--- config.mk ---
export PLATFORM = sky130hd
export DESIGN_NAME = dmem_bridge
export DESIGN_NICKNAME = d
export VERILOG_FILES = /design/src/rtl/dmem_bridge.sv
export SDC_FILE = /design/constraint.sdc
export NUM_CORES = 1
export LEC_CHECK = 0
export CORE_AREA = 3 3 78 80
export CTS_CLUSTER_DIAMETER = 50
export DETAILED_ROUTE_END_ITERATION = 6
export DIE_AREA = 0 0 81 83
export DONT_BUFFER_PORTS = 1
export PLACE_DENSITY = 0.59
export SLEW_MARGIN = 30
export SYNTH_ARGS = -nofsm -noshare
export SYNTH_HDL_FRONTEND = slang
export SYNTH_SLANG_ARGS = --single-unit
--- constraint.sdc ---
create_clock -name clk -period 1.7 [get_ports clk]
set_input_delay 0.085 -clock clk [delete_from_list [all_inputs] [get_ports clk]]
set_output_delay 0.085 -clock clk [all_outputs]
set_load 0.03 [all_outputs]
--- src/rtl/dmem_bridge.sv ---
// rtl/dmem_bridge.sv - read-modify-write data-memory bridge; DMEM_TIMEOUT_EN adds a per-phase bus timeout
module dmem_bridge #(
    parameter int unsigned TIMEOUT_CYCLES = 255
) (
    input  logic        clk,
    input  logic        rst,
    input  logic        req_valid,
    input  logic        req_write,
    input  logic        req_fault,
    input  logic [31:0] req_addr,
    input  logic [31:0] req_wdata,
    output logic [31:0] rdata,
    output logic        stall,
    output logic        done,
    output logic        err,
    output logic        bus_req,
    output logic        bus_we,
    output logic [31:0] bus_addr,
    output logic [31:0] bus_wdata,
    input  logic        bus_ack,
    input  logic        bus_err,
    input  logic [31:0] bus_rdata
);

    typedef enum logic [2:0] {
        S_IDLE,
        S_RD,
        S_MERGE,
        S_WR,
        S_DONE
    } state_t;

    state_t      state;
    state_t      state_nx;
    logic        err_flag;
    logic        err_flag_nx;
    logic [31:0] rdata_nx;
    logic        phase_timeout;

    assign bus_req   = (state == S_RD) || (state == S_WR);
    assign bus_we    = (state == S_WR);
    assign bus_addr  = req_addr;
    assign bus_wdata = (state == S_WR) ? req_wdata : 32'h0;
    assign done      = (state == S_DONE);
    assign err       = done & err_flag;
    assign stall     = req_valid & (state != S_DONE);

`ifdef DMEM_TIMEOUT_EN
    localparam logic [15:0] WAIT_LAST = 16'(TIMEOUT_CYCLES - 1);
    logic [15:0] wait_cnt;

    // Any state change clears the counter, so it starts at zero in every RD/WR phase.
    always_ff @(posedge clk) begin
        if (rst) begin
            wait_cnt <= 16'h0;
        end else if (state_nx != state) begin
            wait_cnt <= 16'h0;
        end else if (bus_req && !bus_ack) begin
            wait_cnt <= wait_cnt + 16'h1;
        end
    end

    assign phase_timeout = bus_req && !bus_ack && (wait_cnt == WAIT_LAST);
`else
    assign phase_timeout = 1'b0;
`endif

    always_comb begin
        state_nx    = state;
        err_flag_nx = err_flag;
        rdata_nx    = rdata;
        case (state)
            S_IDLE: begin
                if (req_valid) begin
                    if (req_fault) begin
                        state_nx    = S_DONE;
                        err_flag_nx = 1'b1;
                    end else begin
                        state_nx = S_RD;
                    end
                end
            end
            S_RD: begin
                if (bus_ack) begin
                    if (bus_err) begin
                        state_nx    = S_DONE;
                        err_flag_nx = 1'b1;
                    end else begin
                        rdata_nx = bus_rdata;
                        state_nx = req_write ? S_MERGE : S_DONE;
                    end
                end else if (phase_timeout) begin
                    state_nx    = S_DONE;
                    err_flag_nx = 1'b1;
                end
            end
            // mem_unit rebuilds its store word from the freshly read rdata here.
            S_MERGE: state_nx = S_WR;
            S_WR: begin
                if (bus_ack) begin
                    state_nx    = S_DONE;
                    err_flag_nx = bus_err;
                end else if (phase_timeout) begin
                    state_nx    = S_DONE;
                    err_flag_nx = 1'b1;
                end
            end
            S_DONE: begin
                state_nx    = S_IDLE;
                err_flag_nx = 1'b0;
            end
            default: begin
                state_nx    = S_IDLE;
                err_flag_nx = 1'b0;
            end
        endcase
    end

    always_ff @(posedge clk) begin
        if (rst) begin
            state    <= S_IDLE;
            err_flag <= 1'b0;
            rdata    <= 32'h0;
        end else begin
            state    <= state_nx;
            err_flag <= err_flag_nx;
            rdata    <= rdata_nx;
        end
    end

endmodule

==> impl_metrics.py <==
metrics = {
    "outcome": {
        "outcome": "complete, no violations",
    },
    "logic_synthesis": {
        "synth_nets": 348,
        "syn_inst": 245,
        "ys_types": 32,
        "ys.flop_type": "dfxtp_1",
        "syn-cell-area_mm2": 0.001982,
        "synth-seq-area-share_pct": 36.36,
        "synth-seq-cells": 36,
        "yosys_warnings": 0,
        "avgSynthCellArea_um2": 8.089,
        "async_flop_share_pct": 0,
        "synth_enable_flop_cells": 0,
    },
    "power": {
        "ir_drop_mv": 0.3219,
        "p_leak_nw": 0.8762,
        "power.density_mw_per_mm2": 802.8,
    },
    "grt": {
        "antenna_found_initial": 0,
        "grt_start_max_net_pins": 38,
        "grt_usage_pct": 16.49,
        "grt_pass1_vias": 1665,
        "grt_pass1_wl_um": 8749,
        "overflow": 0,
    },
    "placed_design": {
        "dpl.hpwl_um": 3878,
        "gp_congestion": 0.7099,
        "io_buffers": 0,
        "place_inst": 271,
        "placed_area_mm2": 0.001775,
    },
    "timing": {
        "hold_viol_final": 0,
        "fin_crit_sh_pct": 93.49,
        "max_freq_mhz": 629.2,
        "worstMarginPinSlew_ps": 604.4,
        "setup_tns_ps": 0,
        "setup_violations": 0,
        "relSlewSlack_pct": 59.71,
        "clock_skew_ps": 10.32,
        "finalMaxSlewViolations": 0,
        "fin_crit_ps": 1589,
        "grt_setup_unrepaired": "no",
    },
    "critical_path": {
        "crit_chain": "and2b_4 > and3_1",
        "end_kind": "output pin",
        "critPathMaxStageDelay_ps": 450,
        "crit_start": "state[2]",
        "cp-start-kind": "flip-flop",
        "r2r_end": "rdata[22]",
        "cp_num_buf_inv": 0,
        "rr_worst_depth": 3,
        "worstReg2RegStart": "state[2]",
        "cp_max_fo": 34,
        "rrSetupSlack_ps": 140,
        "worstPathArrival_ps": 1500,
        "cpMaxStageDelayCell": "and2b_4",
        "critPathTopFamily": "simple AND/OR/NAND/NOR gates",
        "worstSetupPathType": "reg -> out",
        "worstPathRequired_ps": 1620,
    },
    "routing": {
        "ant_nets": 0,
        "drtIter0Drc": 75,
        "routedWlPerCell_um": 18.51,
        "drt_first_pass_iters": 4,
        "dr_total_vias": 1736,
        "drt_wl_total_um": 5813,
        "viasPerCell": 5.529,
        "drc": 0,
    },
    "floorplan": {
        "die_h_um": 83,
        "core_mm2": 0.005473,
        "rows": 27,
        "start_util_pct": 36.21,
        "io_pins": 204,
        "die-area_mm2": 0.006723,
        "die_x_um": 81,
    },
    "final_layout": {
        "diodes": 0,
        "fin_cells": 314,
        "drive_gt1_share_pct": 16.94,
        "fill_cells": 566,
        "nNetsFinal": 345,
        "final_area_mm2": 0.002252,
        "final_util_pct": 41.15,
        "layout_commonest_cell": "dfxtp_1",
        "syn_to_final_growth_pct": 13.64,
        "final_cell_mix": "dfxtp_1 (35), dlygate4sd3_1 (34), a21oi_1 (33)",
    },
    "clocking": {
        "htreeDepth": 2,
        "clkTransAtPathRegs_ps": 80,
        "cts_tree": "built",
        "numCtsBuffers": 5,
        "cts.sinks": 36,
        "root_buffer": "clkbuf_8",
        "cts_buffer_depth": 2,
        "cts_setup_buffers": 0,
        "clk_latency_ps": 280,
    },
    "min_path": {
        "holdPathEnd": "err_flag",
        "hp-start": "bus_err",
        "min_path_cells": 3,
        "hold_class": "in -> reg",
    },
    "job": {
        "drv_cap": 0,
    },
}
==> through the flow <==
stage / total power, mW / setup slack (ps) / hold slack [ps]
finish: 1.808 / 110.6 / 63.80
detailed placement: 1.080 / 108.6 / 161.5
global placement: 1.077 / 172.8 / 159.0
global route: 1.918 / 9.985 / 69.02
CTS: 1.836 / 86.31 / 53.88
floorplan: 1.215 / 131.9 / 232.7
==> final cells by class <==
type	instances	area [um^2]	share of cell area (%)
clock buffers	7	96.34	4.278
inverters	2	7.507	0.3333
multi-input cells	150	888.4	39.44
flip-flops and latches	36	721.9	32.06
well taps	72	90.09	4.000
repair buffers	47	447.9	19.89
==> report_power, final <==
part	switching (mW)	total [mW]	internal [mW]
logic	0.132	0.244	0.112
clock network	0.290	0.651	0.361
registers	0.0467	0.913	0.866
==> per-layer routing <==
metal  global-route usage (%)  part of all wire, %  vias to the layer above
met4                    4.762                  1.1                        0
li1                         -                    -                      825
met1                    17.81                   37                      790
met2                    28.53                   51                      111
met5                        0                    0                        -
met3                    7.267                   11                       10
==> timing repair <==
item,4_1_cts,5_1_grt
pin swaps,0,0
endpoints found under the setup margin,3,24
gates cloned,0,0
hold buffers,36,0
resized for setup,1,11
hold endpoints to repair,36,0
==> how the worst max path moves through the flow <==
stage                          endpoint  slack, ps  cells after the start
after floorplan           bus_wdata[23]        130                      4
after CTS                      err_flag         90                      3
after global placement         err_flag        170                      3
after global routing       bus_wdata[8]         10                      3
after detailed placement       err_flag        110                      3
final                     bus_wdata[28]        110                      2
==> flip-flops by register name, summed over array words and instances, names as in the netlist <==
name      count
state         3
rdata        32
err_flag      1
==> cells in the mapped netlist (2+ instances only) <==
cell type	instances	area [um^2]
and2_1	2	12.51
o21ai_1	27	135.1
buf_6	5	56.30
clkbuf_1	13	48.80
mux2i_1	2	20.02
buf_2	4	20.02
and3_1	32	200.2
a21oi_1	33	165.2
clkbuf_2	2	10.01
inv_1	2	7.510
buf_4	32	240.2
o21ai_2	3	26.28
nand3_1	32	160.2
o21ai_0	2	10.01
nand2b_1	2	12.51
dfxtp_1	36	720.7
==> worst min-delay path, stage by stage <==
cell and delay (ps):
nand2_1 50, a211o_2 110, mux2i_1 50
==> logic make-up after synthesis <==
kind of cell	count (synthesis)	synth area share [%]
compound gates	68	18.31
buf+inv	59	19.51
simple gates	80	24.81
flops	36	36.36
mux	2	1.010
No activity file was read; power rests on OpenSTA's default activity.
